`src/rtl/resolvedor_noite.sv`:
```
// Night-phase resolver: captures werewolf votes and doctor protection, then
// scans the tallies one player per cycle to pick and eliminate the victim.

module resolvedor_noite_voto (
  input  logic       clock,
  input  logic       reset,
  input  logic       clr,
  input  logic       inc,
  output logic [2:0] cnt
);
  logic [2:0] cnt_q, cnt_d;

  always_comb begin
    cnt_d = cnt_q;
    if (clr)                      cnt_d = '0;
    else if (inc && cnt_q != 3'd7) cnt_d = cnt_q + 3'd1;
  end

  always_ff @(posedge clock or posedge reset)
    if (reset) cnt_q <= '0;
    else       cnt_q <= cnt_d;

  assign cnt = cnt_q;
endmodule

module resolvedor_noite #(
  parameter int N_JOG = 8,
  parameter int W_IDX = 3
) (
  input  logic             clock,
  input  logic             reset,
  input  logic             reinicia_vivos,
  input  logic             limpa,
  input  logic             processar_acao,
  input  logic             confirma,
  input  logic [W_IDX-1:0] jogador,
  input  logic [1:0]       classe,
  input  logic [W_IDX-1:0] alvo,
  input  logic             avaliar,
  output logic             ocupado,
  output logic             pronto,
  output logic             houve_morte,
  output logic [W_IDX-1:0] vitima,
  output logic [N_JOG-1:0] vivos,
  output logic [1:0]       db_estado
);
  localparam int NP = 1 << W_IDX;

  typedef enum logic [1:0] {IDLE = 2'd0, VARRE = 2'd1, DECIDE = 2'd2, PRONTO = 2'd3} estado_t;

  estado_t          estado_q, estado_d;
  logic [W_IDX-1:0] idx_q, idx_d, cand_q, cand_d, protegido_q, protegido_d, vitima_q, vitima_d;
  logic [2:0]       max_q, max_d;
  logic             empate_q, empate_d, prot_valido_q, prot_valido_d, houve_morte_q, houve_morte_d;
  logic [N_JOG-1:0] vivos_q, vivos_d;

  logic             votos_clr, voto_ok, aceita;
  logic [2:0]       v;
  logic [NP-1:0]    vivos_ext;
  logic [NP-1:0][2:0] votos;

  // Padding to the full index range makes out-of-range players read as dead
  // with zero votes, which folds the index bound check into the alive check.
  assign vivos_ext = NP'(vivos_q);
  assign aceita    = processar_acao && confirma && vivos_ext[jogador] && vivos_ext[alvo];

  for (genvar i = 0; i < NP; i++) begin : g_voto
    if (i < N_JOG) begin : g_cnt
      resolvedor_noite_voto u_voto (
        .clock (clock),
        .reset (reset),
        .clr   (votos_clr),
        .inc   (voto_ok && alvo == W_IDX'(i)),
        .cnt   (votos[i])
      );
    end else begin : g_pad
      assign votos[i] = '0;
    end
  end

  always_comb begin
    estado_d      = estado_q;
    idx_d         = idx_q;
    cand_d        = cand_q;
    max_d         = max_q;
    empate_d      = empate_q;
    protegido_d   = protegido_q;
    prot_valido_d = prot_valido_q;
    vivos_d       = vivos_q;
    vitima_d      = vitima_q;
    houve_morte_d = houve_morte_q;
    votos_clr     = 1'b0;
    voto_ok       = 1'b0;
    v             = vivos_ext[idx_q] ? votos[idx_q] : 3'd0;

    if (reinicia_vivos || limpa) begin
      estado_d      = IDLE;
      votos_clr     = 1'b1;
      protegido_d   = '0;
      prot_valido_d = 1'b0;
      vitima_d      = '0;
      houve_morte_d = 1'b0;
      if (reinicia_vivos) vivos_d = '1;
    end else begin
      case (estado_q)
        IDLE: begin
          if (avaliar) begin
            estado_d = VARRE;
            idx_d    = '0;
            max_d    = '0;
            cand_d   = '0;
            empate_d = 1'b0;
          end else if (aceita) begin
            if (classe == 2'd1) voto_ok = 1'b1;
            if (classe == 2'd2) begin
              protegido_d   = alvo;
              prot_valido_d = 1'b1;
            end
          end
        end
        VARRE: begin
          // A new maximum discards any earlier tie; only the final top count matters.
          if (v > max_q) begin
            max_d    = v;
            cand_d   = idx_q;
            empate_d = 1'b0;
          end else if (v == max_q && v != 3'd0) begin
            empate_d = 1'b1;
          end
          if (idx_q == W_IDX'(N_JOG - 1)) estado_d = DECIDE;
          else                            idx_d    = idx_q + W_IDX'(1);
        end
        DECIDE: begin
          estado_d = PRONTO;
          if (max_q != 3'd0 && !empate_q && !(prot_valido_q && protegido_q == cand_q)) begin
            vivos_d[cand_q] = 1'b0;
            vitima_d        = cand_q;
            houve_morte_d   = 1'b1;
          end else begin
            vitima_d      = '0;
            houve_morte_d = 1'b0;
          end
        end
        default: ;
      endcase
    end
  end

  always_ff @(posedge clock or posedge reset)
    if (reset) begin
      estado_q      <= IDLE;
      idx_q         <= '0;
      cand_q        <= '0;
      max_q         <= '0;
      empate_q      <= 1'b0;
      protegido_q   <= '0;
      prot_valido_q <= 1'b0;
      vivos_q       <= '1;
      vitima_q      <= '0;
      houve_morte_q <= 1'b0;
    end else begin
      estado_q      <= estado_d;
      idx_q         <= idx_d;
      cand_q        <= cand_d;
      max_q         <= max_d;
      empate_q      <= empate_d;
      protegido_q   <= protegido_d;
      prot_valido_q <= prot_valido_d;
      vivos_q       <= vivos_d;
      vitima_q      <= vitima_d;
      houve_morte_q <= houve_morte_d;
    end

  assign ocupado     = (estado_q == VARRE) || (estado_q == DECIDE);
  assign pronto      = (estado_q == PRONTO);
  assign houve_morte = houve_morte_q;
  assign vitima      = vitima_q;
  assign vivos       = vivos_q;
  assign db_estado   = estado_q;
endmodule

```
`config.mk`:
```
export PLATFORM = sky130hd
export DESIGN_NAME = resolvedor_noite
export DESIGN_NICKNAME = d
export VERILOG_FILES = /design/src/rtl/resolvedor_noite.sv
export SDC_FILE = /design/constraint.sdc
export NUM_CORES = 1
export LEC_CHECK = 0
export BUFFER_PORTS_ARGS = -buffer_cell sky130_fd_sc_hd__buf_2
export CAP_MARGIN = 10
export CORE_MARGIN = 2
export CORE_UTILIZATION = 45
export DETAILED_ROUTE_END_ITERATION = 6
export GPL_ROUTABILITY_DRIVEN = 0
export PLACE_DENSITY = 0.6
export SLEW_MARGIN = 20
export SYNTH_ARGS = -nofsm -noshare
export SYNTH_HDL_FRONTEND = slang
export SYNTH_HIERARCHICAL = 1
export SYNTH_SLANG_ARGS = --single-unit
export TNS_END_PERCENT = 30
```
`constraint.sdc`:
```
create_clock -name clock -period 9.6 [get_ports clock]
set_input_delay 0.48 -clock clock [delete_from_list [all_inputs] [get_ports clock]]
set_output_delay 0.48 -clock clock [all_outputs]
set_load 0.05 [all_outputs]
```
==> impl_metrics.json <==
{
  "area_growth_pct": 9.15,
  "die_area_um2": 8470,
  "cts_made_buffers": 5,
  "dr_total_vias": 2423,
  "wl_per_cell_um": 16.3,
  "clk_pin_slew_ps": 100,
  "ys_seq_area_share_pct": 37.6,
  "die_h_um": 92.0,
  "ant_nets": 0,
  "floorplan.initialDensity_pct": 45.8,
  "slew_headroom_pct": 35.5,
  "diodes": 0,
  "period_minus_slack_ps": 3530,
  "finalNetCount": 375,
  "clkSinkCount": 52,
  "synth_nets": 349,
  "io_pins": 31,
  "final_cell_mix": "dfrtp_1 (44), buf_2 (30), nor2_1 (29)",
  "status": "completed",
  "ys_ff_latch": 52,
  "drt_iter0_drc": 86,
  "grt_pass1_wl_um": 12000,
  "syn_area_per_cell_um2": 11.2,
  "cts_hold_buffers": 0,
  "synth_edf_count": 0,
  "period_share_pct": 36.8,
  "crit_arrival_ps": 3740,
  "worstSetupEndpointType": "flop",
  "synth_area_um2": 3490,
  "worstMarginPinSlew_ps": 967,
  "drv_slew": 0,
  "clk_latency_ps": 310,
  "ys_warn_count": 6,
  "grt_pass1_vias": 2406,
  "io_buffers": 30,
  "grt_overflow": 0,
  "cp.required_ps": 9800,
  "synth.area.top_cells": "dfrtp_1 (32%), ha_1 (8.6%), dfstp_2 (6.0%), nand4bb_1 (5.2%), nand2b_1 (4.7%)",
  "synth_top_cell_area_share_pct": 31.6,
  "ctsResizeCount": 0,
  "viasPerCell": 5.52,
  "place_ws_ps": 6050,
  "die_x_um": 92.0,
  "cts_htree_levels": 2,
  "synth_top_cell_by_area": "dfrtp_1",
  "fin_ws_ps": 6070,
  "grt_max_degree": 62,
  "crit_type": "reg2reg",
  "synth_cells": 310,
  "synthFlopType": "dfrtp_1",
  "dpl.hpwl_um": 5430,
  "powerDensity_nw_per_um2": 108,
  "vdd_ir_drop_max_mv": 0.0461,
  "leakagePower_nw": 1.72,
  "cts_tree": "done",
  "drive_gt1_share_pct": 22.8,
  "hold_path_class": "in2async",
  "core_area_um2": 7610,
  "rsz0062_at_grt": "no",
  "firstDrtPassIters": 4,
  "maxCapViolCount": 0,
  "routed_wl_um": 7150,
  "dpl-instance-area_um2": 3710,
  "cts_setup_buffers": 0,
  "root_buffer": "clkbuf_8",
  "clock_skew_ps": 9.34,
  "hold_slack_ps": 113,
  "antenna_found_initial": 0,
  "drc": 0,
  "grtUsageTotal_pct": 17.9,
  "hold_viol": 0,
  "async_reset_ff_share_pct": 100,
  "row_count": 32,
  "final_cell_area_um2": 3800,
  "finalSetupTns_ps": 0,
  "finalSetupViolCount": 0,
  "fmax_ghz": 0.283,
  "crit_path_start_kind": "flop",
  "cp_max_fo": 12,
  "synthDistinctLibCells": 49,
  "final_common_cell": "dfrtp_1",
  "clockBufferDepth": 2
}
cell type report:
class	instances	area, um^2
Fill cell	700	3800
Multi-Input combinational cell	232	2070
Sequential cell	52	1310
Timing Repair Buffer	31	158
Tap cell	102	128
Clock buffer	5	68.8
Inverter	14	52.6
Clock inverter	3	21.3
cells by family after synthesis:
family	after synthesis	share of synthesized area, %
xor gates and xnor gates	3	0.754
DFF	52	37.6
muxes	32	15.4
buffers and inverters	26	3.12
adders and majority gates	24	8.61
AOI/OAI and AO/OA	49	10.6
and+or+nand+nor	124	23.9
per-stage QoR:
| step | utilization, % | instances | total power [mW] |
|---|---|---|---|
| 3_5_place_dp | 48.8 | 431 | 0.285 |
| 3_3_place_gp | 48.8 | 431 | 0.284 |
| 5_1_grt | 50.0 | 439 | 0.428 |
| 6_report | 50.0 | 439 | 0.410 |
| 2_1_floorplan | - | 310 | 0.277 |
| 4_1_cts | 50.0 | 439 | 0.415 |
where the power goes:
| group | switching, mW | internal, mW | total (mW) |
|---|---|---|---|
| Clock | 0.0786 | 0.0520 | 0.131 |
| Combinational | 0.0219 | 0.0222 | 0.0441 |
| Sequential | 0.0128 | 0.222 | 0.235 |
worst max-delay path, cell delays in order, from the launching register on:
cell and delay (ps):
dfrtp_1 680, mux4_1 680, mux2i_1 240, nor2_1 100
ha_1 340, or3b_2 470, a221o_1 380, o311ai_2 110
nand4_4 180, a22o_1 260
registers in the layout, summed over array words and instances (netlist names):
| name | cells |
|---|---|
| cand_q | 3 |
| db_estado | 2 |
| empate_q | 1 |
| g_voto.g_cnt.u_voto/cnt | 24 |
| houve_morte | 1 |
| idx_q | 3 |
| max_q | 3 |
| prot_valido_q | 1 |
| protegido_q | 3 |
| vitima | 3 |
| vivos | 8 |
Yosys cell counts (2+ instances only):
cell type   n
dfrtp_1    44
nor2_1     29
nand2b_1   26
ha_1       24
nand4bb_1  16
o21ai_1    16
inv_1      14
nand2_1    12
nor2b_1    12
mux2i_1    10
a22o_1      9
dfstp_2     8
mux2_4      8
nor2b_4     8
clkbuf_1    6
mux4_1      6
mux4_2      6
o22a_1      6
nor3_1      5
buf_2       3
nand3_1     3
xnor2_1     3
a21o_1      2
and2_1      2
buf_1       2
mux2_2      2
nor4_1      2
o21bai_1    2
o311a_1     2
o32a_1      2
or3b_2      2
path summary, 6_finish.rpt:
kind / start / end / slack (ps) / cells after the start
hold / removal: reset / g_voto[3].g_cnt.u_voto/cnt[2]$_DFFE_PP0P_ / 110 / 2
min in group clock: vitima[0]$_DFFE_PP0P_ / vitima[0]$_DFFE_PP0P_ / 480 / 2
hold reg to reg: vitima[0]$_DFFE_PP0P_ / vitima[0]$_DFFE_PP0P_ / 480 / 2
max in group asynchronous: reset / vivos[0]$_DFFE_PP1P_ / 8980 / 3
setup / recovery: idx_q[0]$_DFFE_PP0P_ / max_q[0]$_DFFE_PP0P_ / 6070 / 9
setup reg to reg: idx_q[0]$_DFFE_PP0P_ / max_q[0]$_DFFE_PP0P_ / 6070 / 9
layer usage:
layer  wire (um)  GRT usage, %  vias up
met3         166          2.47        6
li1            -             -     1193
met5           0             0        -
met1        3420          24.8     1193
met4          90          5.22        0
met2        3480          29.5       31
Power figures use the tool's default switching activity.
